--- src/rtl/lc3_rf_pkg.sv ---
// Shared types and constants for the LC-3 register-file write port.
// Also holds the condition-code helper used at retire time.
package lc3_rf_pkg;

  localparam int DATA_W    = 16;
  localparam int NUM_REGS  = 8;
  localparam int REG_IDX_W = 3;

  localparam logic [2:0] CC_N = 3'b100;
  localparam logic [2:0] CC_Z = 3'b010;
  localparam logic [2:0] CC_P = 3'b001;

  typedef struct packed {
    logic [REG_IDX_W-1:0] dr;
    logic [DATA_W-1:0]    data;
    logic                 set_cc;
  } wr_entry_t;

  function automatic logic [2:0] cc_of(input logic [DATA_W-1:0] data);
    if (data[DATA_W-1]) begin
      return CC_N;
    end else if (data == '0) begin
      return CC_Z;
    end else begin
      return CC_P;
    end
  endfunction

endpackage

--- src/rtl/reg_file_write_port_if.sv ---
// Write-back request channel from the datapath: valid/ready plus {dr, data, set_cc}.
// master = requester, slave = register-file write port.
interface reg_file_write_port_if;
  import lc3_rf_pkg::*;

  logic                 wr_valid;
  logic                 wr_ready;
  logic [REG_IDX_W-1:0] wr_dr;
  logic [DATA_W-1:0]    wr_data;
  logic                 wr_set_cc;

  modport master (
    output wr_valid, wr_dr, wr_data, wr_set_cc,
    input  wr_ready
  );

  modport slave (
    input  wr_valid, wr_dr, wr_data, wr_set_cc,
    output wr_ready
  );

endinterface

--- src/rtl/reg_file_write_port_wb_fifo.sv ---
// Synchronous FIFO with per-slot peek outputs; push visible on the following cycle, no bypass.
// Backpressure: full when count==DEPTH; push and pop requests are ignored when full/empty respectively.
module wb_fifo #(
  parameter type T     = logic,
  parameter int  DEPTH = 2
) (
  input  logic                         clk,
  input  logic                         rst_n,
  input  logic                         push,
  input  logic                         pop,
  input  T                             push_dat,
  output T                             pop_dat,
  output logic                         full,
  output logic                         empty,
  output logic [$clog2(DEPTH+1)-1:0]   count,
  output T                             peek [DEPTH],
  output logic [DEPTH-1:0]             peek_vld
);

  localparam int PW = $clog2(DEPTH);
  localparam int CW = $clog2(DEPTH+1);

  T              mem [DEPTH];
  logic [PW-1:0] rd_ptr;
  logic [PW-1:0] wr_ptr;
  logic          do_push;
  logic          do_pop;

  assign full    = (count == CW'(DEPTH));
  assign empty   = (count == '0);
  assign do_push = push && !full;
  assign do_pop  = pop && !empty;
  assign pop_dat = mem[rd_ptr];

  always_ff @(posedge clk) begin
    if (!rst_n) begin
      rd_ptr <= '0;
      wr_ptr <= '0;
      count  <= '0;
    end else begin
      if (do_push) wr_ptr <= wr_ptr + 1'b1;
      if (do_pop)  rd_ptr <= rd_ptr + 1'b1;
      count <= count + CW'(do_push) - CW'(do_pop);
    end
  end

  // Storage needs no reset: slots are only observed through count/peek_vld.
  always_ff @(posedge clk) begin
    if (do_push) mem[wr_ptr] <= push_dat;
  end

  // A slot is live when its distance from the head is below count.
  for (genvar g = 0; g < DEPTH; g++) begin : g_peek
    logic [PW-1:0] off;
    assign off         = PW'(g) - rd_ptr;
    assign peek_vld[g] = (CW'(off) < count);
    assign peek[g]     = mem[g];
  end

endmodule

--- src/rtl/reg_file_write_port.sv ---
// LC-3 register-file write side: buffered write-back into R0-R7 and NZP, one retire per cycle, result on r* the cycle after push at the earliest.
// Backpressure: wr_ready = !full of the write buffer, independent of drain_en.
module reg_file_write_port
  import lc3_rf_pkg::*;
#(
  parameter int DEPTH = 2
) (
  input  logic                   clk,
  input  logic                   rst_n,
  reg_file_write_port_if.slave   wr,
  input  logic                   drain_en,
  output logic [DATA_W-1:0]      r0,
  output logic [DATA_W-1:0]      r1,
  output logic [DATA_W-1:0]      r2,
  output logic [DATA_W-1:0]      r3,
  output logic [DATA_W-1:0]      r4,
  output logic [DATA_W-1:0]      r5,
  output logic [DATA_W-1:0]      r6,
  output logic [DATA_W-1:0]      r7,
  output logic [NUM_REGS-1:0]    busy,
  output logic [2:0]             nzp,
  output logic                   empty
);

  wr_entry_t                       push_ent;
  wr_entry_t                       head;
  wr_entry_t                       peek [DEPTH];
  logic [DEPTH-1:0]                peek_vld;
  logic                            fifo_full;
  logic                            fifo_empty;
  logic [$clog2(DEPTH+1)-1:0]      fifo_count;
  logic                            retire;
  logic [DATA_W-1:0]               regs [NUM_REGS];

  assign push_ent.dr     = wr.wr_dr;
  assign push_ent.data   = wr.wr_data;
  assign push_ent.set_cc = wr.wr_set_cc;

  wb_fifo #(
    .T     (wr_entry_t),
    .DEPTH (DEPTH)
  ) u_wb_fifo (
    .clk      (clk),
    .rst_n    (rst_n),
    .push     (wr.wr_valid),
    .pop      (drain_en),
    .push_dat (push_ent),
    .pop_dat  (head),
    .full     (fifo_full),
    .empty    (fifo_empty),
    .count    (fifo_count),
    .peek     (peek),
    .peek_vld (peek_vld)
  );

  assign wr.wr_ready = !fifo_full;
  assign empty       = (fifo_count == '0);
  assign retire      = drain_en && !fifo_empty;

  always_ff @(posedge clk) begin
    if (!rst_n) begin
      for (int i = 0; i < NUM_REGS; i++) regs[i] <= '0;
      nzp <= CC_Z;
    end else if (retire) begin
      regs[head.dr] <= head.data;
      if (head.set_cc) nzp <= cc_of(head.data);
    end
  end

  // Every live entry marks its destination, including the head until it pops.
  always_comb begin
    busy = '0;
    for (int j = 0; j < DEPTH; j++) begin
      if (peek_vld[j]) busy[peek[j].dr] = 1'b1;
    end
  end

  assign r0 = regs[0];
  assign r1 = regs[1];
  assign r2 = regs[2];
  assign r3 = regs[3];
  assign r4 = regs[4];
  assign r5 = regs[5];
  assign r6 = regs[6];
  assign r7 = regs[7];

endmodule

--- src/flat_wrapper.sv ---
// flat-port wrapper written by rule: the top's interface ports become plain ports
module reg_file_write_port_flat import lc3_rf_pkg::*;
#(
  parameter int DEPTH = 2
)
  (clk, rst_n, drain_en, r0, r1, r2, r3, r4, r5, r6, r7, busy, nzp, empty, wr_wr_valid, wr_wr_dr, wr_wr_data, wr_wr_set_cc, wr_wr_ready);
  reg_file_write_port_if wr_i ();
  input  logic clk;
  input  logic rst_n;
  input  logic drain_en;
  output logic [DATA_W-1:0] r0;
  output logic [DATA_W-1:0] r1;
  output logic [DATA_W-1:0] r2;
  output logic [DATA_W-1:0] r3;
  output logic [DATA_W-1:0] r4;
  output logic [DATA_W-1:0] r5;
  output logic [DATA_W-1:0] r6;
  output logic [DATA_W-1:0] r7;
  output logic [NUM_REGS-1:0] busy;
  output logic [2:0] nzp;
  output logic empty;
  input wire logic [$bits(wr_i.wr_valid)-1:0] wr_wr_valid;
  input wire logic [$bits(wr_i.wr_dr)-1:0] wr_wr_dr;
  input wire logic [$bits(wr_i.wr_data)-1:0] wr_wr_data;
  input wire logic [$bits(wr_i.wr_set_cc)-1:0] wr_wr_set_cc;
  output wire logic [$bits(wr_i.wr_ready)-1:0] wr_wr_ready;
  assign wr_i.wr_valid = wr_wr_valid;
  assign wr_i.wr_dr = wr_wr_dr;
  assign wr_i.wr_data = wr_wr_data;
  assign wr_i.wr_set_cc = wr_wr_set_cc;
  assign wr_wr_ready = wr_i.wr_ready;
  reg_file_write_port #(.DEPTH(DEPTH)) u_core (.clk(clk), .rst_n(rst_n), .wr(wr_i), .drain_en(drain_en), .r0(r0), .r1(r1), .r2(r2), .r3(r3), .r4(r4), .r5(r5), .r6(r6), .r7(r7), .busy(busy), .nzp(nzp), .empty(empty));
endmodule
--- config.mk ---
export PLATFORM = sky130hd
export DESIGN_NAME = reg_file_write_port_flat
export DESIGN_NICKNAME = d
export VERILOG_FILES = /design/src/rtl/lc3_rf_pkg.sv /design/src/rtl/reg_file_write_port_if.sv /design/src/rtl/reg_file_write_port_wb_fifo.sv /design/src/rtl/reg_file_write_port.sv /design/src/flat_wrapper.sv
export SDC_FILE = /design/constraint.sdc
export NUM_CORES = 1
export LEC_CHECK = 0
export ABC_AREA = 1
export CORE_UTILIZATION = 35
export CTS_BUF_LIST = sky130_fd_sc_hd__clkbuf_16
export DETAILED_ROUTE_END_ITERATION = 6
export PLACE_DENSITY_LB_ADDON = 0.15
export RECOVER_POWER = 100
export SYNTH_ARGS = -nofsm -noshare
export SYNTH_HDL_FRONTEND = slang
export SYNTH_HIERARCHICAL = 1
export SYNTH_SLANG_ARGS = --single-unit
--- constraint.sdc ---
create_clock -name clk -period 2.2 [get_ports clk]
set_input_delay 0.33 -clock clk [delete_from_list [all_inputs] [get_ports clk]]
set_output_delay 0.33 -clock clk [all_outputs]
set_load 0.005 [all_outputs]
After elaboration in Yosys (flattened, before gate mapping) --
Memories as Yosys holds them, arrays and structs flattened. A register that Yosys moved wholly into a read port is not among the register bits. Cells that the tools add are included.
Operators by class: $add $sub $neg 6, $lt $le $gt $ge 6, equal/unequal tests 1, mux-type cells 19, bitwise logic cells 1, reductions and logical operators 10
Operator list (number):
- $logic_not 16->1 | 1
- $mux 16 | 1
- $mux 8 | 2
- $reduce_or 16->1 | 1
- $mux 1 | 11
- $lt 3x4->1 const B | 2
- $or 8x8->8 | 1
- $demux 1 s3 | 2
- $ge 3x1->1 const B | 2
- $mux 3 | 2
- $logic_and 1x1->1 | 4
- $lt 1x2->1 | 2
- $add 1x1->1 const B | 2
- $add 2x1->2 | 1
- $eq 2x2->1 const B | 1
- $logic_not 1->1 | 2
- $logic_not 2->1 | 1
- $mux 2 | 1
- $reduce_and 2->1 | 1
- $sub 1x1->1 const A | 2
- $sub 2x1->2 | 1
Word-level totals: flip-flop bits (word level) 7, memory bits (writable) 168, bits of input ports 24, output and inout port bits 141, logic and storage cells 49, memories kept 2
Memory list:
- u_core.regs | depth 8, bits a word 16, rd ports 8, clocked after Yosys merged registers in 0, write ports 8, RTL line reg_file_write_port.sv:33 | logic [DATA_W-1:0] regs [NUM_REGS];
- u_core.u_wb_fifo.mem | depth 2, bits a word 20, rd ports 3, clocked after Yosys merged registers in 1, write ports 1, RTL line reg_file_write_port_wb_fifo.sv:23 | T mem [DEPTH];

Logic depth before layout (Yosys ltp) --
depth after elaboration 8, mapped depth 11, gate-level depth less buffers 11

Modules after synthesis --
The synthesis kept the hierarchy.
By module, submodules not included:
- reg_file_write_port | times used 1, cells each 371, area an instance 4978.5 sq um, seq. area each 3903.7 sq um
- wb_fifo | times used 1, cells each 103, area an instance 1784.2 sq um, seq. area each 1301.2 sq um

Least setup slack after synthesis --
No wires, ideal clock.
path type register -> register, start point register with a tool-made name, end point memory u_core.regs[1][0] (enable), setup time 0.372 ns, arrival 1.736 ns, required time 1.828 ns, path slack 0.092 ns, stages on the path, launching flop included 7, buffers on the path 2, clock period less this slack 2.108 ns, cells stage by stage dfxtp_1 buf_6 mux2_4 nor2_1 nand2_2 buf_6 nand2_1
RTL lines (RTL line):
- end: declaration | reg_file_write_port.sv:33

==> flow_metrics.py <==
metrics = {
    "outcome": {
        "status": "finished, final reports clean",
    },
    "cells_and_area": {
        "final_cell_mix": "168 x edfxtp_1, 154 x dlygate4sd3_1, 154 x nor2_1, 40 x inv_1, 37 x nand2_1",
        "area_growth_pct": 36.6,
        "final_cells": 945,
        "final_layout_size_suffix_gt1_frac": 0.102,
        "layout.nets": 698,
        "fin_area_um2": 9240,
        "layout_commonest_cell": "edfxtp_1",
    },
    "die": {
        "io_pins": 165,
        "rows": 50,
        "fp.dieW_um": 141,
        "start_util": 0.359,
        "fp.dieH_um": 141,
        "core-area_um2": 18800,
        "die-area_um2": 19900,
    },
    "sta": {
        "setup_tns_ps": 0,
        "rsz0062_at_grt": "no",
        "period_minus_slack_ps": 2020,
        "min_period_over_period": 0.918,
        "hold_viol": 0,
        "max_freq_ghz": 0.495,
        "slew_headroom": 0.515,
        "finalSetupViolCount": 0,
        "clock_skew_ps": 5.77,
        "finalMaxSlewViolations": 0,
        "worstMarginPinSlew_ps": 728,
    },
    "clock_tree": {
        "clockBufferDepth": 2,
        "cts_buffers": 17,
        "cts.root.buffer_cell": "clkbuf_16",
        "cts.sinks": 176,
        "cts_hold_buf": 0,
        "insertion_delay_ps": 420,
        "path_clk_slew_ps": 60,
        "htreeDepth": 4,
        "cts_tree": "yes",
    },
    "detailed_routing": {
        "wl_per_cell_um": 17.0,
        "routed_wirelength_mm": 16.1,
        "viasPerCell": 4.41,
        "via_count": 4172,
        "firstDrtPassIters": 4,
        "drc_errors": 0,
        "detail-route-antenna-nets": 0,
        "drt_iter0_markers": 224,
    },
    "synthesis": {
        "synthesis.nets": 500,
        "yosysWarnings": 6,
        "synth.avg_cell_area_um2": 14.3,
        "netlist_area_um2": 6760,
        "synth-seq-cells": 176,
        "ys_seq_area_frac": 0.770,
        "synth_cell_types": 19,
        "synth_cells": 474,
    },
    "worst_setup_path": {
        "critPathTopFamily": "flip-flops",
        "slowest_stage": "dfxtp_1",
        "critPathKind": "reg -> reg",
        "r2r-end": "u_core/regs[0][7]",
        "cpPeakStageDelay_ps": 470,
        "end_kind": "register",
        "critPathBufInv": 1,
        "path_max_fanout": 16,
        "r2r_slack_ps": 180,
        "worstPathArrival_ps": 2100,
        "cp_cell_sequence": "mux2_1 > nor2_1 > nand2_4 > nand2_1 > clkbuf_2",
        "critical_path.startpoint_type": "register",
        "r2r_cells": 5,
        "worst_ep_required_time_ps": 2280,
    },
    "global_routing": {
        "gr-usage-met1": 0.209,
        "grt.busiest_layer": "met2",
        "grt_max_degree": 21,
        "grt-ovfl-total": 0,
        "met3_usage": 0.0438,
        "antenna_found_initial": 1,
        "grt_util_met2": 0.280,
        "grt_pass1_vias": 4064,
        "grt_pass1_wl_mm": 23.5,
        "grtUsageTotal": 0.167,
    },
    "placed_design": {
        "gp_congestion": 0.855,
        "dp.cells": 913,
        "postPlaceCellArea_um2": 8850,
        "dp_hpwl_mm": 11.1,
        "port_buffers": 164,
    },
    "min_path": {
        "whs_endpoint": "u_core/nzp[2]",
        "hold_class": "reg -> reg",
        "whs_path_depth": 2,
        "hp-start": "u_core/nzp[2]",
    },
    "power": {
        "vdd_drop_max_uv": 544,
        "leakage_nw": 3.79,
        "power_mw": 8.58,
        "p_per_area_nw_per_um2": 929,
    },
    "job": {
        "drv_cap": 0,
    },
}
==> kinds of logic (layout without fill, tap and decap cells) <==
family | Yosys count | after routing | synth area share
AO/OA/AOI/OAI | 14 | 14 | 0.0115
AND/OR/NAND/NOR | 211 | 211 | 0.130
buffers and inverters | 51 | 261 | 0.0405
other | 0 | 1 | 0
flip-flops | 176 | 176 | 0.770
multiplexers | 20 | 20 | 0.0444
adder cells (fa/ha/maj) | 2 | 2 | 0.00370
==> synthesized netlist by cell type <==
master / count / area, µm²
edfxtp_1: 168 / 5040
nor2_1: 155 / 582
inv_1: 40 / 150
nand2_1: 36 / 135
mux2_4: 20 / 300
buf_6: 11 / 124
nand3_1: 9 / 45.0
dfxtp_1: 8 / 160
o21ai_0: 7 / 35.0
a21oi_1: 4 / 20.0
nand2_2: 4 / 25.0
nand2_4: 4 / 45.0
ha_1: 2 / 25.0
a211oi_1: 1 / 7.51
nand3_4: 1 / 17.5
nor2_4: 1 / 11.3
nor2_8: 1 / 20.0
o22ai_1: 1 / 6.26
o32ai_1: 1 / 8.76
==> sequential cells by signal, summed over array words and instances (netlist names), named ones only <==
name / cells
u_core/regs: 128
u_core/u_wb_fifo/mem: 40
u_core/nzp: 3
u_core/u_wb_fifo/count: 2
u_core/u_wb_fifo/rd_ptr: 1
u_core/u_wb_fifo/wr_ptr: 1
==> report_power, final <==
group	total [mW]	switching, mW	internal (mW)
Combinational	1.65	1.07	0.579
Clock	2.78	1.23	1.55
Sequential	4.15	0.134	4.02
==> per-stage QoR <==
| step | setup WS [ps] | utilization | hold slack [ps] |
|---|---|---|---|
| 6_report | 181 | 0.490 | 460 |
| 5_1_grt | 34.3 | 0.490 | 500 |
| 4_1_cts | 47.6 | 0.499 | 465 |
| 3_5_place_dp | 231 | 0.470 | 451 |
| 3_3_place_gp | 248 | 0.470 | 449 |
| 2_1_floorplan | 92.1 | - | 423 |
==> how the worst max path moves through the flow <==
stage          depth (start not counted)                end                      start
6_report                               5  u_core/regs[0][7]                   register
5_1_grt                                6  u_core/regs[3][1]                   register
4_1_cts                                5            busy[7]  u_core/u_wb_fifo/count[0]
3_5_place_dp                           6  u_core/regs[5][3]                   drain_en
3_3_place_gp                           6  u_core/regs[5][3]                   drain_en
2_1_floorplan                          6  u_core/regs[1][0]                   register
==> layer usage <==
layer	vias up	share of wire
li1	2012	-
met1	1957	0.42
met2	179	0.49
met3	24	0.077
met4	0	0.015
met5	-	0
==> final cells by class <==
class / instances / area [µm²]
inverter: 40 / 150
timing repair buffer: 190 / 1800
multi-input combinational: 247 / 1210
sequential: 176 / 5210
clock inverter: 14 / 118
antenna: 1 / 2.50
tap: 260 / 325
fill: 1678 / 9590
clock buffer: 17 / 425
==> worst register-to-register path, stage by stage (launching register included) <==
cell	delay, ps
dfxtp_1	470
mux2_1	410
nor2_1	280
nand2_4	80
nand2_1	60
clkbuf_2	370
==> timing repair <==
item | in CTS | in global routing
buffers inserted | 0 | 0
resized for setup | 11 | 3
pin swaps | 0 | 0
endpoints found under the setup margin | 8 | 1
cloned | 0 | 0
Note: power is estimated with default switching activity, not from simulation.
